File: config.mk
export PLATFORM = sky130hd
export DESIGN_NAME = cache_refill_unit
export DESIGN_NICKNAME = d
export VERILOG_FILES = /design/src/rtl/cache_refill_unit.sv
export SDC_FILE = /design/constraint.sdc
export NUM_CORES = 1
export LEC_CHECK = 0
export CAP_MARGIN = 20
export CORE_MARGIN = 8
export CORE_UTILIZATION = 43
export CTS_CLUSTER_SIZE = 25
export DETAILED_ROUTE_END_ITERATION = 8
export GPL_ROUTABILITY_DRIVEN = 0
export PLACE_DENSITY = 0.91
export SYNTH_ARGS = -nofsm -noshare
export SYNTH_HDL_FRONTEND = slang
export SYNTH_SLANG_ARGS = --single-unit
File: constraint.sdc
create_clock -name clk -period 2.3 [get_ports clk]
set_clock_uncertainty 0.1 [all_clocks]
set_input_delay 0.46 -clock clk [delete_from_list [all_inputs] [get_ports clk]]
set_output_delay 0.46 -clock clk [all_outputs]
set_load 0.01 [all_outputs]
File: src/rtl/cache_refill_unit.sv
// cache_refill_unit
// AXI4 read-burst master that fetches one full cache line on a miss.
// The beats are collected into a line-wide register. A single-cycle
// line_we pulse then lets the downstream return buffer capture the line.
//
// Ports:
//   clk, rst            clock (rising edge) and asynchronous active-low reset
//   req_valid/ready     refill request handshake from the cache miss FSM
//   req_addr            miss address (line offset bits are ignored)
//   arid..arready       AXI4 read-address channel (single INCR burst per line)
//   rdata..rready       AXI4 read-data channel
//   line_data           assembled line; word i sits at bits [32i+31:32i]
//   line_we             one-cycle pulse: line_data is complete
//   refill_err          valid with line_we; set on a bad rresp or a misplaced rlast
module cache_refill_unit #(
  parameter int LINE_WORDS = 4,
  parameter int ADDR_W     = 32,
  parameter int AXI_ID     = 0
) (
  input  logic                     clk,
  input  logic                     rst,
  input  logic                     req_valid,
  output logic                     req_ready,
  input  logic [ADDR_W-1:0]        req_addr,
  output logic [3:0]               arid,
  output logic [ADDR_W-1:0]        araddr,
  output logic [7:0]               arlen,
  output logic [2:0]               arsize,
  output logic [1:0]               arburst,
  output logic                     arvalid,
  input  logic                     arready,
  input  logic [31:0]              rdata,
  input  logic [1:0]               rresp,
  input  logic                     rlast,
  input  logic                     rvalid,
  output logic                     rready,
  output logic [32*LINE_WORDS-1:0] line_data,
  output logic                     line_we,
  output logic                     refill_err
);

  localparam int CNT_W  = $clog2(LINE_WORDS);
  localparam int OFF_W  = CNT_W + 2;
  localparam int LINE_W = 32 * LINE_WORDS;
  localparam logic [CNT_W-1:0] LAST_BEAT = CNT_W'(LINE_WORDS - 1);

  typedef enum logic [1:0] {IDLE, AR, R, DONE} state_t;

  state_t              state;
  state_t              state_next;
  logic [ADDR_W-1:0]   addr_q;
  logic [CNT_W-1:0]    cnt;
  logic                err_q;
  logic [LINE_W-1:0]   line_q;
  logic                beat;
  logic                unused_offset;

  // The offset bits of the miss address never reach the bus.
  assign unused_offset = ^req_addr[OFF_W-1:0];

  // Burst shape is fixed: one INCR burst of LINE_WORDS 4-byte beats.
  assign arid      = 4'(AXI_ID);
  assign arlen     = 8'(LINE_WORDS - 1);
  assign arsize    = 3'b010;
  assign arburst   = 2'b01;
  assign araddr    = addr_q;
  assign line_data = line_q;

  // An R beat is accepted whenever we sit in R and the slave offers data;
  // rready itself only depends on state, so there is no rvalid->rready path.
  assign beat = (state == R) && rvalid;

  // State register.
  always_ff @(posedge clk or negedge rst) begin
    if (!rst) begin
      state <= IDLE;
    end else begin
      state <= state_next;
    end
  end

  // Next state and handshake outputs. All outputs come from state, so a
  // reset forcing state back to IDLE silences the bus at once. req_ready is
  // additionally gated by rst so nothing is accepted while held in reset.
  always_comb begin
    state_next = state;
    req_ready  = 1'b0;
    arvalid    = 1'b0;
    rready     = 1'b0;
    line_we    = 1'b0;
    refill_err = 1'b0;
    case (state)
      IDLE: begin
        req_ready = rst;
        if (req_valid) begin
          state_next = AR;
        end
      end
      AR: begin
        arvalid = 1'b1;
        if (arready) begin
          state_next = R;
        end
      end
      R: begin
        rready = 1'b1;
        // Either the expected last beat or an early rlast ends the burst.
        if (rvalid && ((cnt == LAST_BEAT) || rlast)) begin
          state_next = DONE;
        end
      end
      DONE: begin
        line_we    = 1'b1;
        refill_err = err_q;
        state_next = IDLE;
      end
      default: begin
        state_next = IDLE;
      end
    endcase
  end

  // Datapath: line-aligned address latch, beat counter, line assembly and
  // the sticky error flag. The line register is only written on accepted
  // beats, so it holds steady through and after line_we. rlast must line up
  // exactly with the final beat; a mismatch in either direction is an error.
  always_ff @(posedge clk or negedge rst) begin
    if (!rst) begin
      addr_q <= '0;
      cnt    <= '0;
      err_q  <= 1'b0;
      line_q <= '0;
    end else begin
      if ((state == IDLE) && req_valid) begin
        addr_q <= {req_addr[ADDR_W-1:OFF_W], {OFF_W{1'b0}}};
        err_q  <= 1'b0;
      end
      if ((state == AR) && arready) begin
        cnt <= '0;
      end
      if (beat) begin
        line_q[cnt*32 +: 32] <= rdata;
        cnt                  <= cnt + CNT_W'(1);
        err_q                <= err_q | (rresp != 2'b00) | (rlast != (cnt == LAST_BEAT));
      end
    end
  end

endmodule

==> summary.txt <==
Status -> finished clean
Slew HR -> 0.411
# nets final -> 836
Number of diodes -> 0
Hold Path Class -> in2async
Crit Path Category -> reg2out
Avg Inst Size Synth -> 12.3 um2
Seq/Total Area, Yosys -> 0.631
Worst-skew pair later-pin latency -> 410 ps
CTS root buf -> clkbuf_16
1st-iter DRT viols -> 313
Dpl cells -> 916
Buffers on Ports -> 228
HPWL Detailed -> 13700 um
Final Max Tran Viols -> 0
Post-DP Area -> 8860 um2
Vias in the first global route -> 5268
DRT Pass-1 Iters -> 5
Number of synthesized register bits -> 161
Slew @ Worst Pin -> 884 ps
Setup crit start kind -> flip-flop
Via-to-Cell Ratio -> 5.28
Req. time, crit path -> 1740 ps
Chip width -> 138 um
H-tree Lvls -> 4
Leak pwr -> 0.00415 uW
Total core area -> 14500 um2
Global-route wire length before repair -> 29600 um
Global-route usage over all layers -> 0.205
Gr ovfl total -> 0
Top-area cell type share of the netlist area -> 0.631
DRC -> 0
Total CTS buffers -> 17
Share of layout cells above drive strength 1 -> 0.122
Initial Utilization -> 0.439
Per-cell routed wire length -> 20.6 um
Die ar. -> 19000 um2
Post-Route WL -> 19500 um
Area delta synth->final -> 48.6%
Yosys cell types -> 30
Final instance area -> 9490 um2
Antenna-violating nets left -> 0
# fillers -> 1113
Area leader, netlist -> dfrtp_1
CP endpoint kind -> output pin
CP max FO -> 4
Final core utilization -> 0.653
Combined area of the multi-input logic cells -> 2120 um2
Top cells by area, synth -> dfrtp_1, a22o_1, nand2_1
Power Total -> 10900 uW
VDD IR max -> 510 uV
Fin Setup TNS -> 0 ps
Unrepaired setup endpoints after global routing -> false
Maxcap violations -> 0
Via Count -> 5006
Largest net degree at the start of global routing -> 162
Max Freq -> 449 MHz
CTS tree -> done
Reg clk slew, reported paths -> 70 ps
Register Area -> 4030 um2
# IOs -> 254
Antenna violations before repair -> 0
Layout Cells excl Fill -> 949
Yosys warns -> 0
Netlist Area Pre-Place -> 6380 um2
Crit path DAT -> 1670 ps
Clock Sink Count -> 161
Power density cells -> 1150 nW/um2
Tmin final -> 2230 ps
Syn Inst Count -> 520
Final hold violation count -> 0
Site Rows -> 44
Setup violations, final -> 0
Clock tree buffer depth -> 2
Worst Reg-to-Reg Cells -> 6
Die height -> 138 um
Fin crit share -> 0.969
## final timing paths
| kind | endpoint | slack [ps] | startpoint |
|---|---|---|---|
| max in group asynchronous | line_data[32]$_DFFE_PN0P_ | 1340 | rst |
| hold / removal | line_data[101]$_DFFE_PN0P_ | 50 | rst |
| hold reg to reg | line_data[36]$_DFFE_PN0P_ | 380 | line_data[36]$_DFFE_PN0P_ |
| setup reg to reg | line_data[73]$_DFFE_PN0P_ | 270 | cnt[1]$_DFFE_PN0P_ |
| setup / recovery | refill_err | 70 | state[0]$_DFFE_PN0P_ |
| min in group clk | line_data[36]$_DFFE_PN0P_ | 380 | line_data[36]$_DFFE_PN0P_ |
## cells in the mapped netlist, drive strengths merged
master,instances
a21oi,1
a222oi,1
a22o,80
a22oi,1
a2bb2oi,1
and2,3
and4bb,2
buf,33
clkbuf,20
conb,2
dfrtp,161
ha,12
inv,8
mux2,30
nand2,102
nand2b,2
nand3,3
nand4bb,1
nor2,2
nor3,2
nor4,1
nor4b,1
o21ai,51
## layout by cell type (no fill, tap or decap), types with 4 or more instances in the layout
master,count
a22o_1,80
dfrtp_1,161
clkdlybuf4s50_1,224
ha_1,10
o21ai_0,38
conb_1,21
nand2_1,102
inv_6,5
clkinvlp_4,4
buf_12,4
mux2_2,30
buf_4,15
o21ai_1,13
inv_1,8
clkbuf_16,17
## registers in the layout, indices dropped and copies added (netlist names)
register and count:
state 2, cnt 2, araddr 28, err_q 1
line_data 128
## cell families after synthesis
| kind of cell | Yosys count | synth area share |
|---|---|---|
| flip-flops | 161 | 0.631 |
| AO/OA/AOI/OAI | 135 | 0.155 |
| AND/OR/NAND/NOR | 119 | 0.0843 |
| buffers and inverters | 61 | 0.0523 |
| multiplexers | 30 | 0.0529 |
| adder cells (fa/ha/maj) | 12 | 0.0235 |
| other | 2 | 0.00118 |
## cell type report
type	count	share of cell area
clock inverters	15	0.0193
flip-flops and latches	161	0.425
inverters	8	0.00316
repair buffers	247	0.261
well taps	184	0.0243
multi-input cells	317	0.223
clock buffers	17	0.0448
## worst max-delay path: stages, from the launching register on
cell	delay (ps)
dfrtp_1	410
ha_1	220
and2_1	140
clkdlybuf4s50_1	490
## layer usage
metal  global-route usage  vias up  share of wire
li1                     -     2244              -
met1                0.246     2522           0.40
met4               0.0758        0          0.021
met3               0.0547       30          0.078
met2                0.347      210           0.50
met5                    0        -              0
## per-stage QoR
step                      hold WS [ps]  worst slack (ps)
after CTS                          145              15.8
after global routing               179              18.9
after global placement             360              30.6
after detailed placement           370              33.8
final                             46.7              71.5
after floorplan                   64.4               266
## where the power goes
part / leakage [uW] / internal [uW] / switching (uW)
Sequential: 0.00216 / 3590 / 442
Combinational: 0.00170 / 2200 / 1760
Clock: 0.000287 / 1720 / 1180
## what timing repair did
item,CTS,global route
hold buffers,0,0
endpoints found under the hold margin,0,0
pin swaps,0,0
resized for setup,6,0
setup endpoints to repair,3,1
setup buffers,0,1
Power figures use the tool's default switching activity.
